<file path="config.mk">
export PLATFORM = sky130hd
export DESIGN_NAME = bcd2bin
export DESIGN_NICKNAME = d
export VERILOG_FILES = /design/src/rtl/calc_pkg.sv /design/src/rtl/bcd_mac10.sv /design/src/rtl/bcd2bin.sv
export SDC_FILE = /design/constraint.sdc
export NUM_CORES = 1
export LEC_CHECK = 0
export CAP_MARGIN = 40
export CORE_MARGIN = 3
export CORE_UTILIZATION = 50
export CTS_BUF_LIST = sky130_fd_sc_hd__clkbuf_4 sky130_fd_sc_hd__clkbuf_8 sky130_fd_sc_hd__clkbuf_16
export DETAILED_ROUTE_END_ITERATION = 8
export DONT_BUFFER_PORTS = 1
export PLACE_DENSITY = 0.65
export SLEW_MARGIN = 25
export SYNTH_ARGS = -nofsm -noshare
export SYNTH_HDL_FRONTEND = slang
export SYNTH_SLANG_ARGS = --single-unit
</file>
<file path="constraint.sdc">
create_clock -name sclk -period 9.75 [get_ports sclk]
set_clock_uncertainty 0.1 [all_clocks]
set_input_delay 1.95 -clock sclk [delete_from_list [all_inputs] [get_ports sclk]]
set_output_delay 1.95 -clock sclk [all_outputs]
set_load 0.1 [all_outputs]
</file>
<file path="src/rtl/calc_pkg.sv">
// Shared definitions for the calculator BCD/binary converters.
package calc_pkg;

    // Operand geometry shared with the binary-to-BCD display converter
    localparam int unsigned BCD_DIGITS = 5;
    localparam int unsigned BIN_W      = 16;

    // Converter control states
    typedef enum logic {
        IDLE,
        CALC
    } state_t;

    // A packed-BCD nibble is illegal when it encodes a value above 9
    function automatic logic bcd_bad(input logic [3:0] digit);
        return digit > 4'd9;
    endfunction

endpackage

</file>
<file path="src/rtl/bcd_mac10.sv">
// Combinational multiply-by-ten-and-add step for BCD-to-binary conversion.
module bcd_mac10 #(
    parameter int unsigned ACC_W = 17
) (
    input  logic [ACC_W-1:0] acc_in,
    input  logic [3:0]       digit,
    output logic [ACC_W-1:0] acc_out,
    output logic             bad
);
    import calc_pkg::bcd_bad;

    // acc*10 + digit as shift-and-add; wrap is harmless since bad digits force err
    always_comb begin
        acc_out = (acc_in << 3) + (acc_in << 1) + {{(ACC_W-4){1'b0}}, digit};
        bad     = bcd_bad(digit);
    end

endmodule

</file>
<file path="src/rtl/bcd2bin.sv">
// Iterative packed-BCD to binary converter, one digit per clock, MSD first.
module bcd2bin #(
    parameter int unsigned DIGITS = calc_pkg::BCD_DIGITS,
    parameter int unsigned BIN_W  = calc_pkg::BIN_W
) (
    input  logic                  sclk,
    input  logic                  rst_n,
    input  logic                  start,
    input  logic [4*DIGITS-1:0]   data_i,
    output logic                  busy,
    output logic                  done,
    output logic [BIN_W-1:0]      data_o,
    output logic                  ovf,
    output logic                  err
);
    import calc_pkg::state_t;
    import calc_pkg::IDLE;
    import calc_pkg::CALC;

    // Accumulator is just wide enough for the largest decimal operand
    localparam int unsigned      ACC_W   = $clog2(10 ** DIGITS);
    localparam int unsigned      CNT_W   = $clog2(DIGITS + 1);
    localparam logic [ACC_W-1:0] BIN_MAX = ACC_W'((64'd1 << BIN_W) - 64'd1);
    localparam logic [CNT_W-1:0] LAST    = CNT_W'(DIGITS - 1);

    state_t              state_q;
    logic [4*DIGITS-1:0] shreg_q;
    logic [ACC_W-1:0]    acc_q;
    logic [CNT_W-1:0]    cnt_q;
    logic                bad_q;

    logic [ACC_W-1:0]    acc_nxt;
    logic                dig_bad;
    logic                bad_fin;

    bcd_mac10 #(
        .ACC_W (ACC_W)
    ) u_mac (
        .acc_in  (acc_q),
        .digit   (shreg_q[4*DIGITS-1 -: 4]),
        .acc_out (acc_nxt),
        .bad     (dig_bad)
    );

    // Sticky bad flag must include the digit being consumed on the final edge
    assign bad_fin = bad_q | dig_bad;

    // Control FSM, datapath state and registered result outputs
    always_ff @(posedge sclk or negedge rst_n) begin
        if (!rst_n) begin
            state_q <= IDLE;
            shreg_q <= '0;
            acc_q   <= '0;
            cnt_q   <= '0;
            bad_q   <= 1'b0;
            busy    <= 1'b0;
            done    <= 1'b0;
            data_o  <= '0;
            ovf     <= 1'b0;
            err     <= 1'b0;
        end else begin
            done <= 1'b0;
            case (state_q)
                IDLE: begin
                    if (start) begin
                        shreg_q <= data_i;
                        acc_q   <= '0;
                        cnt_q   <= '0;
                        bad_q   <= 1'b0;
                        busy    <= 1'b1;
                        state_q <= CALC;
                    end
                end
                CALC: begin
                    acc_q   <= acc_nxt;
                    shreg_q <= {shreg_q[4*DIGITS-5:0], 4'h0};
                    bad_q   <= bad_fin;
                    cnt_q   <= cnt_q + CNT_W'(1);
                    if (cnt_q == LAST) begin
                        if (bad_fin) begin
                            data_o <= '0;
                            err    <= 1'b1;
                            ovf    <= 1'b0;
                        end else if (acc_nxt > BIN_MAX) begin
                            data_o <= '1;
                            err    <= 1'b0;
                            ovf    <= 1'b1;
                        end else begin
                            data_o <= acc_nxt[BIN_W-1:0];
                            err    <= 1'b0;
                            ovf    <= 1'b0;
                        end
                        done    <= 1'b1;
                        busy    <= 1'b0;
                        state_q <= IDLE;
                    end
                end
            endcase
        end
    end

endmodule

</file>
==> impl_metrics.ini, run 1 <==
[critical_path]
cp_max_fo = 2
crit_type = reg -> out
endpoint_kind = primary output
cp.arrival_ps = 1270
worstPathRequired_ps = 7700
cp-start-kind = flip-flop

[timing]
period_minus_slack_ps = 3320
fin_crit_sh_pct = 34.1
rsz0062_at_grt = false
relSlewSlack_pct = 40.7
final_max_slew_viol_count = 0
tightest_slew_ps = 889
fmax_mhz = 301
fin_setup_tns_ps = 0
hold_viol_final = 0
finalSetupViolations = 0

[global_route]
gr-usage-met1_pct = 28.0
use_met3_pct = 6.59
grt_pass1_wl_um = 13000
grt_usage_pct = 22.0
grt_pass1_vias = 2665
grt-busiest-layer = met2
grt-ovfl-total = 0
grt_max_degree = 62
grt_antenna_before_repair = 0
grtUsageMet2_pct = 36.4

[cts]
insertion_delay_ps = 340
cts_max_level = 3
clockBufferDepth = 2
clkTransAtPathRegs_ps = 70
cts-root-buf = clkbuf_8
numCtsBuffers = 9
cts_resized = 0
cts_setup_buffers = 0
ctsHoldBuffers = 0
cts_tree = done
cts_sinks = 61

[logic_synthesis]
syn_area_sq_um = 3350
yosysWarnings = 0
synth_top_area_share_pct = 45.6
synth_edf_count = 0
synthArstFlopShare_pct = 100
syn-instance-count = 313
synth_ff_type = dfrtp_1
yosysTopAreaCell = dfrtp_1
ys_seq_area_share_pct = 45.6
ys_seq_elements = 61
syn_area_per_cell_sq_um = 10.7
synth_top_cells_by_area = dfrtp_1 (46%), ha_1 (11%), mux2i_1 (6.6%)
syn-num-nets = 368
synth_cell_types = 47

[die]
die_h_um = 87.8
rows = 29
core_area_sq_um = 6420
start_util_pct = 52.1
die_area_sq_um = 7710
die_x_um = 87.8
num_io_pins = 43

[placement]
dpl.hpwl_um = 5240
port-buffer-count = 0
gp_congestion = 0.796

[detailed_routing]
wire_per_inst_um = 17.1
viasPerCell = 5.78
drt_pass1_iterations = 4
drt_iter0_markers = 144
via_count = 2490
drc_errors = 0
drt-total-wl_um = 7380
ant_nets = 0

[layout]
num_antenna_cells = 0
layout_commonest_cell = dfrtp_1
fillCellCount = 501
layout-drive-gt1-share_pct = 12.4
area_growth_pct = 24.0
final_nets = 405
layout_common_cells = dfrtp_1 (61), nand2_1 (32), ha_1 (30)

[outcome]
status = completed

[min_path]
hold_path.class = reg -> reg

[flow_run]
max_cap_viol_count = 0
[cell families after synthesis]
family	Yosys count	share of synthesized area [%]
XOR/XNOR	13	3.40
flip-flops	61	45.6
AO/OA/AOI/OAI	86	18.9
multiplexers	23	7.03
AND/OR/NAND/NOR	71	9.38
buffers and inverters	27	3.25
adder cells (fa/ha/maj)	32	12.4
[routing by layer]
metal | up-vias | wire length (um)
li1 | 1209 | -
met1 | 1226 | 3290
met2 | 46 | 3670
met3 | 9 | 323
met4 | 0 | 100
met5 | - | 0
[layout make-up]
type / count / area [sq um] / share of cell area [%]
well taps: 77 / 96.3 / 2.32
repair buffers: 39 / 593 / 14.3
inverters: 14 / 52.6 / 1.27
flip-flops and latches: 61 / 1530 / 36.8
clock inverters: 4 / 25.0 / 0.603
clock buffers: 11 / 145 / 3.50
multi-input cells: 225 / 1710 / 41.3
[worst paths after layout]
path / to / cells after the start / slack [ps] / start
max: err / 0 / 6430 / err$_DFFE_PN0P_
min: shreg_q[18]$_DFFE_PN0P_ / 2 / 390 / shreg_q[14]$_DFFE_PN0P_
max reg2reg: data_o[3]$_DFFE_PN0P_ / 10 / 6500 / shreg_q[19]$_DFFE_PN0P_
min reg2reg: shreg_q[18]$_DFFE_PN0P_ / 2 / 390 / shreg_q[14]$_DFFE_PN0P_
max in group asynchronous: cnt_q[1]$_DFFE_PN0P_ / 0 / 8220 / rst_n
min in group asynchronous: data_o[14]$_DFFE_PN0P_ / 0 / 1200 / rst_n
[state kept, by name (all words and copies together) (netlist names)]
signal and count:
state_q 1, err 1, done 1, busy 1, data_o 16, ovf 1, bad_q 1, cnt_q 3
acc_q 16, shreg_q 20
[stage by stage]
| stage | util (%) | instance area [sq um] | cells | worst slack (ps) | hold slack, ps |
|---|---|---|---|---|---|
| 2_1_floorplan | - | 3350 | 313 | 6470 | 352 |
| 3_3_place_gp | 52.9 | 3400 | 378 | 6540 | 368 |
| 3_5_place_dp | 61.2 | 3930 | 412 | 6420 | 377 |
| 4_1_cts | 63.9 | 4100 | 427 | 6390 | 398 |
| 5_1_grt | 64.6 | 4150 | 431 | 6300 | 425 |
| 6_report | 64.6 | 4150 | 431 | 6430 | 391 |
[synth_stat cells (2+ instances only)]
cell type	count
dfrtp_1	61
nand2_1	32
ha_1	30
mux2i_1	22
nor2_1	20
a221o_1	14
o21ai_0	14
inv_1	13
a21oi_1	12
clkbuf_1	12
a22o_1	11
xnor2_1	10
o21ai_1	8
nand3_1	6
a21o_1	4
o31ai_1	4
o21bai_1	3
xor2_1	3
and3_1	2
fa_1	2
nand4_1	2
nor3_1	2
o21a_1	2
Power of run 1 is not shown: default switching activity piles up to over one toggle a cycle in this logic, so the estimate is an artifact.
==> run 2: changes to the inputs <==
==> constraint.sdc (replaced) <==
create_clock -name sclk -period 3.15 [get_ports sclk]
set_clock_uncertainty 0.1 [all_clocks]
set_input_delay 0.63 -clock sclk [delete_from_list [all_inputs] [get_ports sclk]]
set_output_delay 0.63 -clock sclk [all_outputs]
set_load 0.1 [all_outputs]
==> impl_metrics.ini, run 2 (same netlist as run 1, synthesis figures left out) <==
[detailed_routing]
ant_nets = 0
drt_pass1_iterations = 4
via_count = 2547
drt_iter0_markers = 199
wire_per_inst_um = 17.7
viasPerCell = 5.80
drc_errors = 0
drt-total-wl_um = 7790

[layout]
num_antenna_cells = 0
final_nets = 412
area_growth_pct = 27.5
layout_commonest_cell = dfrtp_1
design_area_sq_um = 4270
layout_common_cells = dfrtp_1 (61), nand2_1 (32), ha_1 (29)
top_register = shreg_q
largest_reg_flops = 20
fin_util_pct = 66.5
layout-drive-gt1-share_pct = 16.3
top_regs = shreg_q (20), acc_q (16), data_o (16)

[critical_path]
cp-start-kind = flip-flop
cp.arrival_ps = 3180
cp_slowest_cell = fa_1
cpMostUsedCell = inv_2
path_cells = inv_2 -> fa_1 -> inv_2 -> fa_2 -> a211oi_4 -> o211ai_2 -> o221ai_2 -> o31a_1 -> mux2_4 -> a221o_1
cpPeakStageDelay_ps = 540
cp_max_fo = 7
endpoint_kind = flip-flop
crit_type = reg -> reg
worstPathRequired_ps = 3270

[die]
die_area_sq_um = 7710
die_x_um = 87.8
start_util_pct = 52.1
core_area_sq_um = 6420
die_h_um = 87.8
rows = 29
num_io_pins = 43

[timing]
finalSetupViolations = 0
relSlewSlack_pct = 41.0
period_minus_slack_ps = 3060
hold_viol_final = 0
fin_setup_tns_ps = 0
tightest_slew_ps = 886
fmax_mhz = 326
layout_setup_ws_ps = 86.8
fin_crit_sh_pct = 97.2
final_max_slew_viol_count = 0
rsz0062_at_grt = true

[placement]
gp_congestion = 0.839
place_ws_ps = -12.0
port-buffer-count = 0
place_area_sq_um = 3930
dpl.hpwl_um = 5090

[cts]
cts-root-buf = clkbuf_8
numCtsBuffers = 9
clkTransAtPathRegs_ps = 70
clockBufferDepth = 2
cts_sinks = 61
cts_tree = done
insertion_delay_ps = 340
cts_max_level = 3

[global_route]
grt_pass1_wl_um = 12600
grt_pass1_vias = 2511
grt_usage_pct = 21.5
grt_antenna_before_repair = 0
grt_max_degree = 62
grt-ovfl-total = 0

[flow_run]
max_cap_viol_count = 0

[min_path]
hold_path.class = in -> async

[outcome]
status = completed
-- run 2: layout make-up --
cell class              count  area (sq um)
clock buffers              10           131
flip-flops and latches     61          1530
repair buffers             45           632
fillers                   488          2150
clock inverters             6          87.6
well taps                  77          96.3
inverters                  14          52.6
multi-input cells         226          1740
-- run 2: repair_timing --
action | in CTS | in global routing
endpoints found under the hold margin | 61 | 0
gates cloned | 0 | 1
gates resized for setup | 0 | 8
setup buffers | 0 | 4
endpoints found under the setup margin | 10 | 15
hold buffers | 1 | 0
pin swaps | 1 | 5
-- run 2: through the flow --
| stage | hold slack, ps | instances |
|---|---|---|
| finish | 40.9 | 439 |
| global route | 60.6 | 439 |
| CTS | 51.5 | 430 |
| detailed placement | 235 | 413 |
| global placement | 236 | 383 |
| floorplan | 234 | 313 |
-- run 2: critical path: cells and delay by family, from the launching register on --
family | cells | cell delay (ps)
AOI/OAI and AO/OA | 5 | 1060
adders and majority gates | 2 | 910
muxes | 1 | 380
DFF | 1 | 360
buffers and inverters | 2 | 100
-- run 2: layer usage --
metal  up-vias  GRT usage (%)  share of wire (%)
met5         -              0                  0
met4         0           7.53                2.1
met3        16           6.49                5.8
met2        74           32.5                 48
met1      1220           29.4                 44
li1       1237              -                  -
-- run 2: path summary, 6_finish.rpt --
kind                            slack (ps)                 endpoint                     from  depth (start not counted)
max in group asynchronous             2630   data_o[15]$_DFFE_PN0P_                    rst_n                          1
min in group sclk                      270     cnt_q[1]$_DFFE_PN0P_                    start                          1
worst min register to register         390  shreg_q[15]$_DFFE_PN0P_  shreg_q[11]$_DFFE_PN0P_                          2
worst max register to register          90   data_o[12]$_DFFE_PN0P_     acc_q[2]$_DFFE_PN0P_                         10
worst min-delay path                    40   data_o[11]$_DFFE_PN0P_                    rst_n                          1
worst max-delay path                    90   data_o[12]$_DFFE_PN0P_     acc_q[2]$_DFFE_PN0P_                         10
Power of run 2 is left out for the same reason.
